$ cat config.mk
export PLATFORM = sky130hd
export DESIGN_NAME = lvds_rx_word_align
export DESIGN_NICKNAME = d
export VERILOG_FILES = /design/src/rtl/lvds_rx_word_align.sv
export SDC_FILE = /design/constraint.sdc
export NUM_CORES = 1
export LEC_CHECK = 0
export ABC_AREA = 1
export BUFFER_PORTS_ARGS = -buffer_cell sky130_fd_sc_hd__buf_2
export CELL_PAD_IN_SITES_DETAIL_PLACEMENT = 0
export CELL_PAD_IN_SITES_GLOBAL_PLACEMENT = 1
export CORE_AREA = 2 2 81 83
export DETAILED_ROUTE_END_ITERATION = 12
export DIE_AREA = 0 0 83 85
export HOLD_SLACK_MARGIN = 0.15
export PLACE_DENSITY_LB_ADDON = 0.1
export SLEW_MARGIN = 10
export SYNTH_ARGS = -nofsm -noshare
export SYNTH_HDL_FRONTEND = slang
export SYNTH_SLANG_ARGS = --single-unit
export TNS_END_PERCENT = 5
$ cat constraint.sdc
create_clock -name clk -period 2.6 [get_ports clk]
set_clock_uncertainty 0.15 [all_clocks]
set_input_delay 0.52 -clock clk [delete_from_list [all_inputs] [get_ports clk]]
set_output_delay 0.52 -clock clk [all_outputs]
set_load 0.02 [all_outputs]
$ cat src/rtl/lvds_rx_word_align.sv
// ---------------------------------------------------------------------------
// lvds_rx_word_align
//
// Word aligner placed directly after an LVDS deserialiser. It pulses the
// receiver's bitslip input until a known training word is seen for a run of
// consecutive cycles. Once aligned, it forwards payload words with a valid
// flag. If no rotation matches within the slip budget, it flags an error.
//
// Ports
//   clk           receiver output clock, rising edge
//   rst           asynchronous active-high reset
//   rx_locked     receiver PLL lock (asynchronous; synchronised internally)
//   rx_data[7:0]  deserialised word from the receiver
//   retrain       single-cycle request to restart alignment
//   rx_data_align bitslip request to the receiver
//   aligned       high while locked onto the training pattern
//   align_err     high after the slip budget was exhausted
//   slip_cnt[4:0] slips issued in the current attempt
//   data_out[7:0] registered payload word
//   data_valid    data_out carries payload
// ---------------------------------------------------------------------------
module lvds_rx_word_align #(
    parameter logic [7:0]  TRAIN_WORD  = 8'h5C,
    parameter int unsigned MATCH_COUNT = 16,
    parameter int unsigned ALIGN_PULSE = 2,
    parameter int unsigned SLIP_WAIT   = 4,
    parameter int unsigned MAX_SLIPS   = 16
) (
    input  logic       clk,
    input  logic       rst,
    input  logic       rx_locked,
    input  logic [7:0] rx_data,
    input  logic       retrain,
    output logic       rx_data_align,
    output logic       aligned,
    output logic       align_err,
    output logic [4:0] slip_cnt,
    output logic [7:0] data_out,
    output logic       data_valid
);

    localparam int unsigned MATCH_W = 8;
    localparam int unsigned TIMER_W = 4;
    localparam int unsigned SLIP_W  = 5;

    localparam logic [2:0] S_IDLE   = 3'd0;
    localparam logic [2:0] S_CHECK  = 3'd1;
    localparam logic [2:0] S_SLIP   = 3'd2;
    localparam logic [2:0] S_WAIT   = 3'd3;
    localparam logic [2:0] S_LOCKED = 3'd4;
    localparam logic [2:0] S_FAIL   = 3'd5;

    localparam logic [MATCH_W-1:0] MATCH_TARGET = MATCH_W'(MATCH_COUNT);
    localparam logic [TIMER_W-1:0] PULSE_LAST   = TIMER_W'(ALIGN_PULSE - 1);
    localparam logic [TIMER_W-1:0] WAIT_LAST    = TIMER_W'(SLIP_WAIT - 1);
    localparam logic [SLIP_W-1:0]  SLIP_LIMIT   = SLIP_W'(MAX_SLIPS);
    localparam logic [SLIP_W-1:0]  SLIP_SAT     = '1;

    logic                lock_meta;
    logic                lock_s;
    logic [2:0]          state;
    logic [2:0]          state_next;
    logic [MATCH_W-1:0]  match_cnt;
    logic [MATCH_W-1:0]  match_next;
    logic [MATCH_W-1:0]  match_inc;
    logic [TIMER_W-1:0]  timer;
    logic [TIMER_W-1:0]  timer_next;
    logic [SLIP_W-1:0]   slip_next;

    // Two-flop synchroniser for the receiver lock flag
    always_ff @(posedge clk or posedge rst) begin
        if (rst) begin
            lock_meta <= 1'b0;
            lock_s    <= 1'b0;
        end else begin
            lock_meta <= rx_locked;
            lock_s    <= lock_meta;
        end
    end

    // State, counters and registered outputs
    always_ff @(posedge clk or posedge rst) begin
        if (rst) begin
            state         <= S_IDLE;
            match_cnt     <= '0;
            timer         <= '0;
            slip_cnt      <= '0;
            rx_data_align <= 1'b0;
            aligned       <= 1'b0;
            align_err     <= 1'b0;
            data_valid    <= 1'b0;
            data_out      <= 8'h00;
        end else begin
            state         <= state_next;
            match_cnt     <= match_next;
            timer         <= timer_next;
            slip_cnt      <= slip_next;
            rx_data_align <= (state_next == S_SLIP);
            aligned       <= (state_next == S_LOCKED);
            align_err     <= (state_next == S_FAIL);
            data_valid    <= (state_next == S_LOCKED);
            // Capture on every edge that leaves the block in LOCKED, so the
            // word under data_valid is always a freshly registered one.
            if (state_next == S_LOCKED) begin
                data_out <= rx_data;
            end
        end
    end

    assign match_inc = match_cnt + 1'b1;

    // Next-state and counter logic
    always_comb begin
        state_next = state;
        match_next = match_cnt;
        timer_next = timer;
        slip_next  = slip_cnt;

        case (state)
            S_IDLE: begin
                if (lock_s) begin
                    state_next = S_CHECK;
                end
            end

            S_CHECK: begin
                if (rx_data == TRAIN_WORD) begin
                    match_next = match_inc;
                    if (match_inc == MATCH_TARGET) begin
                        state_next = S_LOCKED;
                    end
                end else begin
                    // Any miss restarts the run count and costs one slip.
                    match_next = '0;
                    if (slip_cnt == SLIP_LIMIT) begin
                        state_next = S_FAIL;
                    end else begin
                        state_next = S_SLIP;
                        if (slip_cnt != SLIP_SAT) begin
                            slip_next = slip_cnt + 1'b1;
                        end
                    end
                end
            end

            S_SLIP: begin
                if (timer == PULSE_LAST) begin
                    state_next = S_WAIT;
                end else begin
                    timer_next = timer + 1'b1;
                end
            end

            S_WAIT: begin
                if (timer == WAIT_LAST) begin
                    state_next = S_CHECK;
                end else begin
                    timer_next = timer + 1'b1;
                end
            end

            S_LOCKED: begin
                state_next = S_LOCKED;
            end

            S_FAIL: begin
                state_next = S_FAIL;
            end

            default: begin
                state_next = S_IDLE;
            end
        endcase

        // Lock loss or retrain abandons any active state; retrain in IDLE is a no-op.
        if ((state != S_IDLE) && (!lock_s || retrain)) begin
            state_next = S_IDLE;
        end

        // Counters restart on every state entry so they never wrap.
        if (state_next != state) begin
            match_next = '0;
            timer_next = '0;
        end

        // IDLE presents a cleared slip count for the next attempt.
        if (state_next == S_IDLE) begin
            slip_next = '0;
        end
    end

endmodule

### Yosys cells after proc, flatten, opt, wreduce, memory -nomap -nowiden

Index checks and enable logic that the tools add are counted.

| operators by class | value |
|---|---|
| eq/ne operators | 19 |
| mux-type cells | 20 |
| reduce and logical (&&, ||, !) cells | 12 |
| add/subtract/negate cells | 3 |

Operator list:

| operator | count |
|---|---|
| two-way mux 5 bit | 5 |
| two-way mux 8 bit | 3 |
| two-way mux 3 bit | 7 |
| case mux 3 bit (6 select lines) | 1 |
| equality test 3 bit, second input constant | 4 |
| two-way mux 4 bit | 3 |
| equality test 3 x 2 -> 1 bit, second input constant | 3 |
| adder 8 x 1 -> 8 bit, second input constant | 1 |
| equality test 8 x 5 -> 1 bit, second input constant | 1 |
| equality test 8 x 7 -> 1 bit, second input constant | 1 |
| case mux 4 bit (2 select lines) | 1 |
| logical NOT 3 bit | 2 |
| inequality test 3 bit, second input constant | 2 |
| nonzero test 2 bit | 3 |
| nonzero test 3 bit | 2 |
| adder 5 x 1 -> 5 bit, second input constant | 1 |
| equality test 5 bit, second input constant | 1 |
| inequality test 5 bit, second input constant | 1 |
| adder 4 x 1 -> 4 bit, second input constant | 1 |
| equality test 4 x 1 -> 1 bit, second input constant | 1 |
| equality test 4 x 2 -> 1 bit, second input constant | 1 |
| inequality test 2 x 1 -> 1 bit, second input constant | 2 |
| AND reduction 4 bit | 1 |
| equality test 3 x 1 -> 1 bit, second input constant | 1 |
| 5 further kinds | 5 |

| word-level totals | value |
|---|---|
| logic and storage cells | 64 |
| output and inout port bits | 17 |
| input bits | 12 |
| register bits | 33 |

### Logic depth before layout (Yosys ltp)

Gate-level depths: netlist of the first run.

| depth | value |
|---|---|
| depth after elaboration | 9 |
| depth in mapped cells | 17 |
| depth with buffers taken out | 16 |

### Least setup slack after synthesis of the first run

No wires, ideal clock.

| timing | value |
|---|---|
| kind | flip-flop to flip-flop |
| from | reg match_cnt[0] |
| to | reg timer[1] |
| slack | 0.629 ns |
| path buffers | 1 |
| stages on the path, launching flop included | 16 |
| data required time | 2.328 ns |
| library setup time | 0.122 ns |
| data arrival time | 1.699 ns |
| clock period less this slack | 1.971 ns |
| path through | dfrtp_1 -> ha_1 -> nand3_2 -> xor2_1 -> nor2_1 -> nand3_1 -> nand2_1 -> nand2_1 -> nand2_2 -> nand2_2 -> nand2_4 -> nand2_2 -> nand2_1 -> nand2_2 -> buf_6 -> nor2_2 |

| on the way | value |
|---|---|
| longest elaborated chain between the ends | 9 |
| elaborated cells on any way between the ends | 12 |
| classes of those cells | 1 x add/sub; 4 x eq/ne; 5 x mux; 2 x reduce/logical |

Ends and longest elaborated chain:

| what | line | RTL |
|---|---|---|
| start, declared | 63 | `logic [MATCH_W-1:0] match_cnt;` |
| start signal, assigned | 95 | `match_cnt <= match_next;` |
| adder 8 x 1 -> 8 bit * | 110 | `assign match_inc = match_cnt + 1'b1;` |
| equality test 8 x 5 -> 1 bit * | 129 | `if (match_inc == MATCH_TARGET) begin` |
| two-way mux 3 bit * | 129 |  |
| two-way mux 3 bit * | 127 | `if (rx_data == TRAIN_WORD) begin` |
| case mux 3 bit (6 select lines) * | 119 | `case (state)` |
| two-way mux 3 bit * | 176 | `if ((state != S_IDLE) && (!lock_s \|\| retrain)) begin` |
| inequality test 3 bit * | 181 | `if (state_next != state) begin` |
| inequality test 3 bit (no line) / nonzero test 3 bit (equally long branches) | n/a |  |
| AND reduction 3 bit (no line) | n/a |  |
| end signal, assigned | 96 | `timer <= timer_next;` |
| end, declared | 66 | `logic [TIMER_W-1:0] timer;` |

Mark *: on every way between the ends. The rest lies on a longest branch, timed or not.
A chain may end at the register's enable or synchronous reset.

### Worst setup path after layout of the first run

| timing | value |
|---|---|
| from | reg match_cnt[0] |
| to | reg data_out[3] |

| on the way | value |
|---|---|
| longest elaborated chain between the ends | 7 |

Ends and longest elaborated chain:

| what | line | RTL |
|---|---|---|
| adder 8 x 1 -> 8 bit | 110 |  |
| equality test 8 x 5 -> 1 bit | 129 |  |
| two-way mux 3 bit | 129 |  |
| two-way mux 3 bit | 127 |  |
| case mux 3 bit (6 select lines) | 119 |  |
| two-way mux 3 bit | 176 |  |
| net state_next[2] | 62 | `logic [2:0] state_next;` |
| equality test 3 bit | 104 | `if (state_next == S_LOCKED) begin` |
| end signal, assigned | 105 | `data_out <= rx_data;` |
| end, declared | 38 | `output logic [7:0] data_out,` |

The timed path passes the listed nets, and every way through them passes these cells.

==> out/metrics.csv, run 1 <==
metric;value;unit
synth_top_area_share;44.1;%
end_kind;flop;
grt_max_degree;34;
cts.repair.resized;0;
cts_root_buf;clkbuf_8;
p_per_area;732;nW/um^2
synthMuxAreaShare;0;%
path_cells;ha_1, nand2_1, nor2_1, nand3_1, nand2_1, nor2_2, nand3_1, nand2_1, nand2_1, nand2_2, nand2_2, inv_2, nand3_2, inv_2, nand2_1, nand2_1;
synth_top_family_by_area;simple AND/OR/NAND/NOR gates;
place_congestion;0.745;
clkTransAtPathRegs;0.07;ns
cts_tree;yes;
synth-seq-cells;33;
dr.pass1.iters;4;
dp_worst_setup_slack;0.224;ns
clockBufferDepth;2;
critPathKind;reg -> reg;
cp_num_cells;16;
max_slew_margin;70.8;%
grt-ovfl-total;0;
slew_violations;0;
grt_util_all_layers;12.2;%
vias_per_cell;4.30;
die-area;7060;um^2
grt_pass1_vias;1450;
synth_area;1870;um^2
rows;29;
r2r_start;match_cnt[0]$_DFFE_PP0P_;
finalHoldViolCount;0;
io_buffer_count;28;
worstMarginPinSlew;0.438;ns
yosysWarnings;0;
worst-path-buf-inv;2;
synthTopCellsByArea;dfrtp_1 (44%), nand2_1 (13%), inv_1 (6.6%), nor2_2 (4.7%), ha_1 (4.0%);
p_clk_share;31.4;%
path_delay_family;simple AND/OR/NAND/NOR gates;
wirelength;3970;um
postCtsSetupBuffers;0;
grt_pass1_wl;6870;um
p_int;1.01;mW
dpl.hpwl;2940;um
crit_top_cell;nand2_1;
max-cap-violations;0;
syn_inst;237;
synth_adder_area_share;4.01;%
cp-start-kind;flop;
placed_area;2090;um^2
setup.worst_path.end;data_out[3]$_DFFE_PP0P_;
synth-xor-area-share;3.27;%
peakVddDrop;0.361;mV
drive_gt1_share;27.4;%
num_io_pins;29;
num-fill-cells;674;
htree_levels;2;
initial_utilization;30.2;%
drt_iter0_markers;47;
startpoint;match_cnt[0]$_DFFE_PP0P_;
max_freq;437;MHz
antenna_found_initial;0;
synth_compound_area_share;6.41;%
rr_worst_depth;16;
area_growth;17.9;%
critPathSlowestCell;dfrtp_1;
ff2ff_setup_slack;0.31;ns
power.net_switching;0.606;mW
worst-path-max-fanout;12;
combPwrFrac;31.8;%
nNetsFinal;287;
max_stage_delay;0.42;ns
rsz0062_at_grt;no;
synth.distinct_cells;30;
setup_ws;0.311;ns
drc_errors;0;
ctsHoldBuffers;0;
leakagePower;1.16;nW
num_vias;1493;
status;complete, no violations;
cp.arrival;2.37;ns
routedWlPerCell;11.4;um
core;6200;um^2
synthSimpleGateAreaFrac;32.1;%
required;2.68;ns
die_x;83;um
syn_area_per_cell;7.90;um^2
r2r-end;data_out[3]$_DFFE_PP0P_;
stdcell_area;2210;um^2
die_y;85;um
ys_seq_area_share;44.1;%
setup_viol;0;
clock_latency;0.29;ns
min_path_type;in -> async;
setup_tns;0;ns
synth_top_area_cell;dfrtp_1;
cts_buffers;5;
sequentialPowerShare;36.7;%
syn_nets;255;
antennaDiodeCount;0;
sw_frac_of_total;37.5;%
timing.final.crit_share;88.0;%
antenna_left;0;
fin_crit;2.29;ns
cts.sinks;33;
==> routing by layer <==
layer | track usage [%] | routed length (um) | vias to the layer above | part of all wire, %
met2 | 18.5 | 1760 | 23 | 44
met5 | 0 | 0 | - | 0
met1 | 16.8 | 2010 | 673 | 51
met3 | 2.63 | 111 | 8 | 2.8
met4 | 5.37 | 88 | 0 | 2.2
li1 | - | - | 789 | -
==> per-stage QoR <==
stage,hold slack (ns),power (mW),std cells,utilization (%)
after global placement,0.184,1.14,339,33.7
after floorplan,0.181,1.04,237,-
after CTS,0.168,1.65,347,35.6
final,0.165,1.62,347,35.6
after detailed placement,0.189,1.13,339,33.7
after global routing,0.165,1.75,347,35.6
==> sequential cells by signal, summed over array words and instances (netlist names), 3 cells and up <==
register,flops
slip_cnt,5
timer,4
data_out,8
match_cnt,8
state,3
==> cell usage in the layout (no fill, tap or decap) <==
cell type and n:
o21ai_1 4, nor2_1 18, a31oi_1 2, ha_1 6
buf_2 28, clkinv_1 2, nand2_2 7, a22oi_1 3
nand4_1 4, nand2_4 1, nor3_2 2, inv_2 6
xnor2_1 1, a21oi_1 6, inv_1 33, nand3_1 9
nor2_2 14, buf_4 2, and2_1 1, o21ai_0 3
o21bai_2 1, a21oi_2 1, clkbuf_8 6, dfrtp_1 33
nor4_1 1, nand3_2 3, nand2_1 63, nor3_1 1
clkinvlp_4 1, xor2_1 6, nor3_4 1, bufinv_16 1
==> power groups by stage <==
stage | combinational, mW | sequential [mW] | clock (mW)
final | 0.515 | 0.594 | 0.508
after global routing | 0.596 | 0.601 | 0.549
after CTS | 0.532 | 0.594 | 0.528
after detailed placement | 0.531 | 0.603 | 0
after global placement | 0.539 | 0.603 | 0
after floorplan | 0.419 | 0.620 | 0
==> cell usage after synthesis <==
library cell / count
xnor2_1: 1
ha_1: 6
o21ai_1: 4
nor2_2: 14
buf_2: 2
nand2_1: 63
nor3_2: 2
clkinv_1: 2
and2_1: 1
nand3_1: 9
nor2_1: 18
o21ai_0: 3
nand2_4: 1
a21oi_2: 1
a21oi_1: 6
nand2_2: 7
nor3_1: 1
xor2_1: 6
buf_6: 1
a22oi_1: 3
inv_2: 6
o21bai_2: 1
buf_4: 2
nor4_1: 1
inv_1: 33
nand4_1: 4
nor3_4: 1
a31oi_1: 2
nand3_2: 3
dfrtp_1: 33
==> logic make-up after synthesis <==
logic type	after synthesis
AND/OR/NAND/NOR	125
AO/OA/AOI/OAI	20
adder cells (fa/ha/maj)	6
XOR/XNOR	7
buffers and inverters	46
flip-flops	33
==> worst min-delay path by stage <==
stage | from | endpoint | slack, ns
2_1_floorplan | lock_meta$_DFF_PP0_ | lock_s$_DFF_PP0_ | 0.18
3_3_place_gp | lock_meta$_DFF_PP0_ | lock_s$_DFF_PP0_ | 0.18
3_5_place_dp | lock_meta$_DFF_PP0_ | lock_s$_DFF_PP0_ | 0.19
4_1_cts | rst | data_out[4]$_DFFE_PP0P_ | 0.17
5_1_grt | rx_locked | lock_meta$_DFF_PP0_ | 0.16
6_report | rst | data_out[4]$_DFFE_PP0P_ | 0.16
==> area by class of cell <==
type / count / area, um^2 / share of cell area (%)
clock buffer: 6 / 82.6 / 3.74
inverter: 41 / 154 / 6.97
timing repair buffer: 30 / 155 / 7.03
clock inverter: 2 / 37.5 / 1.70
tap: 77 / 96.3 / 4.36
sequential: 33 / 826 / 37.4
multi-input combinational: 158 / 857 / 38.8
==> worst register-to-register path: stages (launching register included) <==
cell,delay [ns]
dfrtp_1,0.42
ha_1,0.25
nand2_1,0.10
nor2_1,0.05
nand3_1,0.06
nand2_1,0.09
nor2_2,0.10
nand3_1,0.11
nand2_1,0.09
nand2_1,0.06
nand2_2,0.07
nand2_2,0.08
inv_2,0.07
nand3_2,0.22
inv_2,0.20
nand2_1,0.07
nand2_1,0.06
Note: power is estimated with default switching activity, not from simulation.
==> run 2: changes to the inputs <==
--- a/config.mk
+++ b/config.mk
@@ -7,11 +7,11 @@
 export LEC_CHECK = 0
 export ABC_AREA = 1
 export BUFFER_PORTS_ARGS = -buffer_cell sky130_fd_sc_hd__buf_2
-export CELL_PAD_IN_SITES_DETAIL_PLACEMENT = 0
-export CELL_PAD_IN_SITES_GLOBAL_PLACEMENT = 1
-export CORE_AREA = 2 2 81 83
+export CELL_PAD_IN_SITES_DETAIL_PLACEMENT = 2
+export CELL_PAD_IN_SITES_GLOBAL_PLACEMENT = 2
+export CORE_AREA = 4 4 83 85
 export DETAILED_ROUTE_END_ITERATION = 12
-export DIE_AREA = 0 0 83 85
+export DIE_AREA = 0 0 87 89
 export HOLD_SLACK_MARGIN = 0.15
 export PLACE_DENSITY_LB_ADDON = 0.1
 export SLEW_MARGIN = 10
==> run 2 against run 1 <==
Compared with the run above:
- flip-flop and latch count stayed put
- sequential power hardly changed
- routed wire length is 16% higher
- largest cell class unchanged
==> out/metrics.csv, run 2 (synthesis gave the netlist of run 1 again) <==
metric;value;unit
wl_met2;2250;um
placed_area;2090;um^2
htree_levels;2;
dpl.hpwl;3660;um
p_per_area;715;nW/um^2
layout_commonest_cell;nand2_1;
rows;29;
cts.sinks;33;
grt_util_all_layers;13.9;%
place_congestion;0.753;
clkTransAtPathRegs;0.07;ns
fin_crit;2.29;ns
hold_depth;1;
cp-start-kind;flop;
area_growth;18.1;%
peakVddDrop;0.301;mV
cts_tree;yes;
antenna_found_initial;0;
postCtsSetupBuffers;0;
finalHoldViolCount;0;
clockBufferDepth;2;
dr.pass1.iters;4;
slew_violations;0;
hold_path_end;lock_meta$_DFF_PP0_;
top_layer_used;met4;
wirelength;4610;um
grt_pass1_vias;1737;
num-fill-cells;752;
reg.largest.list;data_out: 8 flops, match_cnt: 8 flops, slip_cnt: 5 flops;
die_x;87;um
vias_per_cell;4.54;
regArea;826;um^2
die_y;89;um
rsz0062_at_grt;no;
num_io_pins;29;
min-delay-start;rx_locked;
mostFrequentLayoutCells;nand2_1 (63), inv_1 (33), dfrtp_1 (33);
critPathKind;reg -> reg;
nNetsFinal;288;
max-cap-violations;0;
rr_worst_depth;14;
critPathSlowestCell;dfrtp_1;
setup_viol;0;
fin_util;35.7;%
max_stage_delay;0.41;ns
status;complete, no violations;
total_power;1.58;mW
stdcell_area;2210;um^2
die-area;7740;um^2
wl_met3;119;um
antenna_left;0;
min_path_type;in -> reg;
cts_root_buf;clkbuf_8;
leakagePower;1.17;nW
worstMarginPinSlew;0.458;ns
met1_length;2160;um
drt_iter0_markers;32;
grt_max_degree;23;
setup_ws;0.308;ns
cts_buffers;5;
clock_latency;0.28;ns
ff2ff_setup_slack;0.31;ns
routedWlPerCell;13.2;um
cp.arrival;2.32;ns
max_freq;436;MHz
core;6200;um^2
required;2.63;ns
antennaDiodeCount;0;
r2r_start;match_cnt[0]$_DFFE_PP0P_;
r2r-end;slip_cnt[0]$_DFFE_PP0P_;
setup_tns;0;ns
dp_worst_setup_slack;0.167;ns
worst-path-max-fanout;5;
initial_utilization;30.2;%
max_slew_margin;69.4;%
num_vias;1581;
drc_errors;0;
io_buffer_count;28;
end_kind;flop;
multiInputGateArea;870;um^2
timing.final.crit_share;88.1;%
path_cells;ha_1, nand3_2, o21bai_2, nand2_1, nor2_2, nand3_1, nand2_1, nand2_1, nand2_2, nand2_2, nand2_4, nand3_1, nand3_1, inv_1;
drive_gt1_share;27.3;%
grt-ovfl-total;0;
grt_pass1_wl;8330;um
-- run 2: worst max-delay path by stage --
| stage | start | endpoint | slack [ns] |
|---|---|---|---|
| 3_3_place_gp | rx_data[7] | data_out[4]$_DFFE_PP0P_ | 0.22 |
| 2_1_floorplan | match_cnt[0]$_DFFE_PP0P_ | timer[1]$_DFFE_PP0P_ | 0.63 |
| 4_1_cts | match_cnt[0]$_DFFE_PP0P_ | match_cnt[5]$_DFFE_PP0P_ | 0.17 |
| 6_report | match_cnt[0]$_DFFE_PP0P_ | slip_cnt[0]$_DFFE_PP0P_ | 0.31 |
| 5_1_grt | match_cnt[0]$_DFFE_PP0P_ | slip_cnt[0]$_DFFE_PP0P_ | 0.002 |
| 3_5_place_dp | rx_data[7] | data_out[4]$_DFFE_PP0P_ | 0.17 |
-- run 2: repair_timing --
item,CTS,global route
hold buffers,1,0
endpoints found under the hold margin,11,0
setup endpoints to repair,0,17
gates resized for setup,0,2
-- run 2: metal layers --
metal  global-route usage, %  vias to the layer above
li1                        -                      789
met1                    17.9                      766
met2                    23.0                       19
met3                    2.86                        7
met4                    5.10                        0
met5                       0                        -
-- run 2: critical path, delay by kind of cell (launching register included) --
kind | cells | cell delay (ns)
compound gates | 1 | 0.13
simple gates | 11 | 1.22
flops | 1 | 0.41
buf+inv | 1 | 0.05
fa+ha+maj | 1 | 0.23
-- run 2: per-stage QoR --
step / hold WS, ns / instances
CTS: 0.173 / 348
global route: 0.171 / 348
detailed placement: 0.186 / 339
global placement: 0.184 / 339
floorplan: 0.181 / 237
finish: 0.185 / 348
-- run 2: area by class of cell --
type	instances	share of cell area (%)
multi-input cells	158	39.3
flip-flops and latches	33	37.3
repair buffers	31	7.47
inverters	41	6.96
clock buffers	7	4.36
well taps	77	4.36
clock inverters	1	0.226
-- run 2: power by group --
group,total (mW),switching (mW),internal [mW]
clock network,0.430,0.191,0.239
registers,0.594,0.0384,0.556
logic,0.557,0.407,0.150
==> run 3: changes to the inputs <==
--- a/config.mk
+++ b/config.mk
@@ -6,12 +6,13 @@
 export NUM_CORES = 1
 export LEC_CHECK = 0
 export ABC_AREA = 1
+export ABC_CLOCK_PERIOD_IN_PS = 2600
 export BUFFER_PORTS_ARGS = -buffer_cell sky130_fd_sc_hd__buf_2
 export CELL_PAD_IN_SITES_DETAIL_PLACEMENT = 2
 export CELL_PAD_IN_SITES_GLOBAL_PLACEMENT = 2
-export CORE_AREA = 4 4 83 85
+export CORE_AREA = 4 4 80 89
 export DETAILED_ROUTE_END_ITERATION = 12
-export DIE_AREA = 0 0 87 89
+export DIE_AREA = 0 0 84 93
 export HOLD_SLACK_MARGIN = 0.15
 export PLACE_DENSITY_LB_ADDON = 0.1
 export SLEW_MARGIN = 10
==> run 3 against run 2 <==
Compared with the run above:
- first-iteration DRC count fell by 63%
- fmax up 0.30%
- global-route usage decreased by 0.56 points
- critical path depth is 2 higher
- design area grew 0.40%
- clock-buffer cell count is the same
- via count fell by 0.19%
- highest routed layer unchanged
==> out/metrics.csv, run 3 (synthesis gave the netlist of run 1 again) <==
metric;value;unit
cts_root_buf;clkbuf_8;
num-fill-cells;736;
num_io_pins;29;
num_vias;1578;
worst-path-max-fanout;12;
slew_violations;0;
dpl.hpwl;3710;um
setup_viol;0;
antenna_left;0;
critPathSlowestCell;dfrtp_1;
grt_pass1_vias;1791;
sequentialPowerShare;36.0;%
mostFrequentLayoutCells;nand2_1 (63), inv_1 (33), dfrtp_1 (33);
finalHoldViolCount;0;
routedWlPerCell;13.5;um
required;2.68;ns
critPathKind;reg -> reg;
vias_per_cell;4.51;
setup_tns;0;ns
p_int;1.02;mW
cts_tree;yes;
combPwrFrac;33.4;%
min_path_type;in -> async;
initial_utilization;30.4;%
timing.final.crit_share;87.9;%
peakVddDrop;0.229;mV
top_layer_used;met4;
p_clk_share;30.6;%
rows;30;
place_congestion;0.763;
drc_errors;0;
die_x;84;um
io_buffer_count;28;
wl_met2;2550;um
reg.largest.list;data_out: 8 flops, match_cnt: 8 flops, slip_cnt: 5 flops;
grt-ovfl-total;0;
htree_levels;2;
power.net_switching;0.637;mW
ctsHoldBuffers;0;
drive_gt1_share;27.0;%
core;6160;um^2
leakagePower;1.17;nW
cp.arrival;2.36;ns
antenna_found_initial;0;
drt_iter0_markers;12;
antennaDiodeCount;0;
max-cap-violations;0;
cp-start-kind;flop;
rsz0062_at_grt;no;
die-area;7810;um^2
die_y;93;um
clkTransAtPathRegs;0.07;ns
status;complete, no violations;
dp_worst_setup_slack;0.177;ns
max_slew_margin;70.6;%
setup_ws;0.315;ns
clockBufferDepth;2;
cts.sinks;33;
worst_hold_slack;0.179;ns
met1_length;1990;um
dr.pass1.iters;4;
grt_pass1_wl;8330;um
nNetsFinal;287;
sw_frac_of_total;38.5;%
fin_util;36.1;%
wl_met3;114;um
path_cells;ha_1, nand2_1, nor2_1, nand3_1, nand2_1, nor2_2, nand3_1, nand2_1, nand2_1, nand2_2, nand2_2, inv_2, nand3_4, inv_2, nand2_1, nand2_1;
layout_commonest_cell;nand2_1;
clock_latency;0.29;ns
grt_util_all_layers;13.3;%
end_kind;flop;
wirelength;4720;um
cts_buffers;5;
worstMarginPinSlew;0.440;ns
area_growth;18.6;%
crit_top_cell;nand2_1;
grt_max_degree;34;
p_per_area;745;nW/um^2
fin_crit;2.28;ns
max_freq;438;MHz
max_stage_delay;0.42;ns
[run 3: changes by cell type in the layout (fill, tap and decap cells not counted)]
cell,previous run,this run
dlygate4sd3_1,1,0
clkbuf_1,0,1
clkinv_2,1,0
clkbuf_8,7,6
bufinv_16,0,1
[run 3: final timing paths]
| kind | to | cells past startpoint | slack (ns) | startpoint |
|---|---|---|---|---|
| setup / recovery | data_out[4]$_DFFE_PP0P_ | 16 | 0.32 | match_cnt[0]$_DFFE_PP0P_ |
| hold / removal | data_out[0]$_DFFE_PP0P_ | 3 | 0.18 | rst |
| setup reg to reg | data_out[4]$_DFFE_PP0P_ | 16 | 0.32 | match_cnt[0]$_DFFE_PP0P_ |
| hold reg to reg | lock_s$_DFF_PP0_ | 0 | 0.20 | lock_meta$_DFF_PP0_ |
| max in group asynchronous | timer[1]$_DFFE_PP0P_ | 3 | 1.80 | rst |
| min in group clk | lock_meta$_DFF_PP0_ | 1 | 0.18 | rx_locked |
[run 3: repair_timing]
action                     CTS  global route
setup endpoints to repair    0            10
setup buffers                0             0
hold endpoints to repair     0             0
gates resized for setup      0             2
[run 3: layout make-up]
class | count | area, um^2 | share of cell area (%)
clock buffer | 7 | 86.3 | 3.89
tap | 80 | 100 | 4.51
sequential | 33 | 826 | 37.2
timing repair buffer | 30 | 155 | 6.99
multi-input combinational | 158 | 870 | 39.2
inverter | 41 | 154 | 6.93
clock inverter | 1 | 30.0 | 1.35
[run 3: per-stage QoR]
| step | total power, mW | instance area, um^2 | std cells |
|---|---|---|---|
| final | 1.65 | 2220 | 350 |
| after global routing | 1.79 | 2220 | 350 |
| after CTS | 1.68 | 2210 | 350 |
| after detailed placement | 1.15 | 2090 | 342 |
| after global placement | 1.15 | 2090 | 342 |
| after floorplan | 1.04 | 1870 | 237 |
[run 3: power groups by stage]
stage	logic, mW	registers [mW]	clock network, mW
finish	0.553	0.595	0.506
floorplan	0.419	0.620	0
CTS	0.553	0.595	0.529
global placement	0.544	0.604	0
detailed placement	0.549	0.605	0
global route	0.630	0.601	0.554
[run 3: worst max-delay path, delay by kind of cell (launching register included)]
family | cells | cell delay [ns]
adders and majority gates | 1 | 0.25
DFF | 1 | 0.42
buffers and inverters | 2 | 0.26
and+or+nand+nor | 13 | 1.14
[run 3: metal layers]
layer	vias up	track usage [%]
met5	-	0
met4	0	4.42
met3	7	2.73
met2	17	24.9
met1	766	15.0
li1	788	-
